--- config.mk ---
export PLATFORM = sky130hd
export DESIGN_NAME = expr_stream_arbiter
export DESIGN_NICKNAME = d
export VERILOG_FILES = /design/src/rtl/expr_stream_arbiter.sv
export SDC_FILE = /design/constraint.sdc
export NUM_CORES = 1
export LEC_CHECK = 0
export CAP_MARGIN = 5
export CORE_MARGIN = 1.5
export CORE_UTILIZATION = 43
export CTS_BUF_LIST = sky130_fd_sc_hd__clkbuf_4
export DETAILED_ROUTE_END_ITERATION = 8
export GPL_TIMING_DRIVEN = 0
export PLACE_DENSITY_LB_ADDON = 0.08
export SYNTH_ARGS = -nofsm -noshare
export SYNTH_HDL_FRONTEND = slang
export SYNTH_SLANG_ARGS = --single-unit
export TNS_END_PERCENT = 30
--- constraint.sdc ---
create_clock -name clk -period 2.9 [get_ports clk]
set_input_delay 0.58 -clock clk [delete_from_list [all_inputs] [get_ports clk]]
set_output_delay 0.58 -clock clk [all_outputs]
set_load 0.02 [all_outputs]
--- src/rtl/expr_stream_arbiter.sv ---
// Round-robin arbiter that shares one expression recognizer among N_REQ character streams.
// Each granted string is checked against digit (('+'|'*') digit)* and yields one tagged verdict.
module expr_stream_arbiter #(
  parameter int N_REQ   = 4,
  parameter int MAX_LEN = 16
) (
  input  logic               clk,
  input  logic               rst,
  input  logic [N_REQ-1:0]   req_valid,
  input  logic [8*N_REQ-1:0] req_char,
  input  logic [N_REQ-1:0]   req_last,
  output logic [N_REQ-1:0]   req_ready,
  output logic               res_valid,
  output logic [2:0]         res_id,
  output logic               res_ok,
  output logic [7:0]         res_len,
  output logic               busy
);

  localparam int unsigned MAXL = MAX_LEN;

  typedef enum logic [1:0] {S_IDLE, S_RUN, S_REPORT} state_t;
  typedef enum logic [1:0] {R_START, R_NUM, R_OP, R_ERR} rec_t;

  state_t      state, state_n;
  rec_t        rec, rec_n;
  logic [2:0]  g, g_n, rr, rr_n;
  logic [7:0]  len, len_n;
  logic [2:0]  pick_hi, pick_lo;
  logic        found_hi, found_lo;
  logic [7:0]  ch;
  logic        valid_g, last_g, hs;

  function automatic rec_t rec_step(input rec_t r, input logic [7:0] c);
    logic dig, op;
    dig = (c >= 8'h30) && (c <= 8'h39);
    op  = (c == 8'h2B) || (c == 8'h2A);
    case (r)
      R_START: return dig ? R_NUM : R_ERR;
      R_NUM:   return op  ? R_OP  : R_ERR;
      R_OP:    return dig ? R_NUM : R_ERR;
      default: return R_ERR;
    endcase
  endfunction

  // Rotating priority: first valid at or after rr, else first valid from index 0.
  always_comb begin
    pick_hi  = '0;
    pick_lo  = '0;
    found_hi = 1'b0;
    found_lo = 1'b0;
    for (int unsigned i = 0; i < N_REQ; i++) begin
      if (req_valid[i] && !found_lo) begin
        found_lo = 1'b1;
        pick_lo  = 3'(i);
      end
      if (req_valid[i] && !found_hi && (i >= 32'(rr))) begin
        found_hi = 1'b1;
        pick_hi  = 3'(i);
      end
    end
  end

  always_comb begin
    ch      = '0;
    valid_g = 1'b0;
    last_g  = 1'b0;
    for (int unsigned i = 0; i < N_REQ; i++) begin
      if (3'(i) == g) begin
        ch      = req_char[8*i +: 8];
        valid_g = req_valid[i];
        last_g  = req_last[i];
      end
    end
  end

  assign hs = (state == S_RUN) && valid_g;

  always_comb begin
    state_n = state;
    g_n     = g;
    rr_n    = rr;
    rec_n   = rec;
    len_n   = len;
    case (state)
      S_IDLE: begin
        if (|req_valid) begin
          g_n     = found_hi ? pick_hi : pick_lo;
          state_n = S_RUN;
        end
      end
      S_RUN: begin
        if (hs) begin
          rec_n = rec_step(rec, ch);
          len_n = (len == 8'hFF) ? len : len + 8'd1;
          if (last_g) state_n = S_REPORT;
        end
      end
      S_REPORT: begin
        rr_n    = (g == 3'(N_REQ - 1)) ? '0 : g + 3'd1;
        rec_n   = R_START;
        len_n   = '0;
        state_n = S_IDLE;
      end
      default: state_n = S_IDLE;
    endcase
  end

  always_ff @(posedge clk or posedge rst) begin
    if (rst) begin
      state <= S_IDLE;
      g     <= '0;
      rr    <= '0;
      rec   <= R_START;
      len   <= '0;
    end else begin
      state <= state_n;
      g     <= g_n;
      rr    <= rr_n;
      rec   <= rec_n;
      len   <= len_n;
    end
  end

  // Outputs decode registered state only, so ready never depends on req_valid.
  always_comb begin
    req_ready = '0;
    for (int unsigned i = 0; i < N_REQ; i++) begin
      req_ready[i] = (state == S_RUN) && (3'(i) == g);
    end
    res_valid = (state == S_REPORT);
    res_id    = res_valid ? g : '0;
    res_len   = res_valid ? len : '0;
    res_ok    = res_valid && (rec == R_NUM) && (32'(len) <= MAXL);
    busy      = (state != S_IDLE);
  end

endmodule

==> impl_metrics.csv <==
group,metric,value,unit
drt,ant_nets,0,
drt,firstDrtPassIters,4,
drt,wl_met2,1829,um
clock_tree,cts_made_buffers,3,
drt,finalWirelength,3609,um
die,dieWidth,59.06,um
sta,tightest_slew,0.6519,ns
critical_path,r2r_slack,0.39,ns
worst_hold_path,min_path_type,"reg -> reg",
pwr,pwr-share-clk,0.080,
pwr,peakVddDrop,365.6,uV
critical_path,r2r_end,"len[7]$_DFFE_PP0P_",
synth,async_flop_share,1.000,
sta,fmax,354.3,MHz
synth,synth_area,1351,um2
synth,synth_top_family_by_area,"compound AO/OA/AOI/OAI gates",
synth,synth_warnings,0,
critical_path,timing.rr.start,"g[0]$_DFFE_PP0P_",
pwr,sw_frac_of_total,0.4777,
sta,finalClockSkew,0.005544,ns
critical_path,cp-start-kind,"register",
synth,synth_compound_area_frac,0.2926,
drt,vias_per_cell,5.350,
die,fp.dieH,59.06,um
place,placed_cell_area,1947,um2
clock_tree,cts_max_level,1,
cells_and_area,layout_common_cells,"53 x clkdlybuf4s50_1, 16 x nand2_1, 16 x dfrtp_1",
sta,timing.final.crit_share,0.9733,
sta,min_period,2.822,ns
drt,vias,1423,
synth,syn_avg_cell_area,8.240,um2
global_route,grt_pass1_vias,1317,
clock_tree,clock-root-buffer,"clkbuf_4",
global_route,grt_max_degree,17,
pwr,p_leak,0.8035,nW
clock_tree,clk_path_buf_depth,2,
cells_and_area,area_growth,46.11,%
die,dieArea,3488,um2
worst_hold_path,min-delay-start,"rec[1]$_DFFE_PP0P_",
pwr,p_int,0.8258,mW
drt,wirelength_met1,1619,um
die,start_util,0.4463,
synth,synth-xor-area-share,0.006481,
sta,relSlewSlack,0.5649,
die,core_area,3028,um2
global_route,overflow,0,
synth,synth_edf_count,0,
sta,finalHoldViolCount,0,
drt,drtIter0Drc,92,
sta,worst_slack,0.07756,ns
sta,rsz0062_at_grt,"yes",
clock_tree,worstSkewPairLatency,0.29,ns
die,ios,60,
synth,syn_inst,164,
pwr,power_switching,0.7551,mW
place,io_buffer_count,54,
drt,drc,0,
clock_tree,cts_tree,"done",
synth,yosys.area_share.adder,0.05556,
critical_path,worstPathArrival,2.24,ns
pwr,p_comb_frac,0.666,
critical_path,cp-end-kind,"output pin",
sta,setup_viol,0,
drt,wl_met3,161,um
critical_path,worstPathRequired,2.32,ns
global_route,antenna_found_initial,0,
place,gp_congestion,0.7843,
die,rows,20,
global_route,grt_pass1_wl,5782,um
sta,timing.final.max_slew_violations,0,
pwr,seq_power_share,0.254,
synth,synth_seq_cells,16,
synth,syn_nets,212,
cells_and_area,drive_gt1_frac,0.04955,
clock_tree,cts_setup_buffers,0,
critical_path,crit_fanout,10,
drt,top_layer,"met3",
clock_tree,clock_sinks,16,
cells_and_area,nets,271,
synth,synthMuxAreaShare,0.01481,
synth,synthFlopType,"dfrtp_1",
synth,yosysUniqueCellTypes,44,
critical_path,crit_path_start,"g[0]$_DFFE_PP0P_",
place,dp_hpwl,2862,um
place,place_ws,0.1865,ns
synth,synthSimpleGateAreaFrac,0.2676,
drt,drt-wirelength-per-cell,13.57,um
run_status,status,"complete, no violations",
global_route,grt_use_total,0.2151,
cells_and_area,diodes,0,
pwr,p_per_area,800.7,nW/um2
critical_path,reg2reg_depth,7,
clock_tree,clk_pin_slew_worst_paths,0.10,ns
synth,yosysSeqAreaShare,0.2963,
cells_and_area,final_area,1974,um2
run,maxCapViolCount,0,
critical_path,critPathKind,"reg -> out",
critical_path,endpoint,"req_ready[2]",
cells_and_area,layout_commonest_cell,"clkdlybuf4s50_1",
## sequential cells by signal, indices dropped and copies added, names as in the netlist
signal and flops:
rec 2, state 2, len 8, g 2
rr 2
## stage by stage
step	utilization	instances	total power, mW	hold WS [ns]	TNS, ns
2_1_floorplan	-	164	1.125	0.4937	0
3_3_place_gp	0.6430	262	1.409	0.5279	0
3_5_place_dp	0.6430	262	1.442	0.5448	0
4_1_cts	0.6512	266	1.574	0.5606	0
5_1_grt	0.6521	266	1.711	0.5860	-0.04561
6_report	0.6521	266	1.581	0.5645	0
## power groups by stage
stage          combinational, mW  clock [mW]  sequential, mW
3_3_place_gp                1.01           0           0.397
6_report                    1.05       0.127           0.401
3_5_place_dp                1.04           0           0.404
2_1_floorplan              0.748           0           0.377
4_1_cts                     1.05       0.128           0.399
5_1_grt                     1.15       0.142           0.417
## final cells by class
type,instances,area (um2)
Fill cell,283,1054
Multi-Input combinational cell,128,865.8
Timing Repair Buffer,54,539.3
Sequential cell,16,400.4
Tap cell,44,55.05
Buffer,9,46.29
Inverter,11,41.29
Clock buffer,3,22.52
Clock inverter,1,3.754
## worst max-delay path, stage by stage, from the launching register on
cell and delay (ns):
dfrtp_1 0.45, inv_1 0.12, ha_1 0.24, clkbuf_1 0.34
and2_1 0.19, clkdlybuf4s50_1 0.60
## cell families after synthesis
group / Yosys count
AND/OR/NAND/NOR: 68
XOR/XNOR: 1
adder cells (fa/ha/maj): 6
buffers and inverters: 20
flip-flops: 16
AO/OA/AOI/OAI: 50
multiplexers: 2
other: 1
## Yosys cell counts (all sizes together) (3+ instances only)
master  instances  area [um2]
nand2          17       71.32
dfrtp          16       400.4
nor2           13       48.80
inv            11       41.29
a21oi          10       50.05
and2           10       62.56
o31ai           9       67.56
clkbuf          7       26.28
ha              6       75.07
nor2b           6       37.54
nand2b          5       31.28
a22oi           4       30.03
a211o           3       26.28
nand3           3       15.01
nor3b           3       22.52
o211ai          3       22.52
o21ai           3       15.01
o22ai           3       18.77
## worst min path at each step
stage                               to  slack [ns]  depth (start not counted)
detailed placement    g[1]$_DFFE_PP0P_        0.54                          2
CTS                 rec[1]$_DFFE_PP0P_        0.56                          2
floorplan             g[0]$_DFFE_PP0P_        0.49                          1
global route        rec[1]$_DFFE_PP0P_        0.59                          2
finish              rec[1]$_DFFE_PP0P_        0.56                          2
global placement    rec[1]$_DFFE_PP0P_        0.53                          2
## routing by layer
metal  global-route usage  vias up
met5                    0        -
met4              0.04221        0
met3              0.04585        0
met2               0.3619       36
met1               0.2857      676
li1                     -      711
## timing repair
action	CTS	global route
endpoints found under the setup margin	1	5
hold endpoints to repair	0	0
cloned	0	0
resized for setup	1	3
hold buffers	0	0
Note: power is estimated with default switching activity, not from simulation.
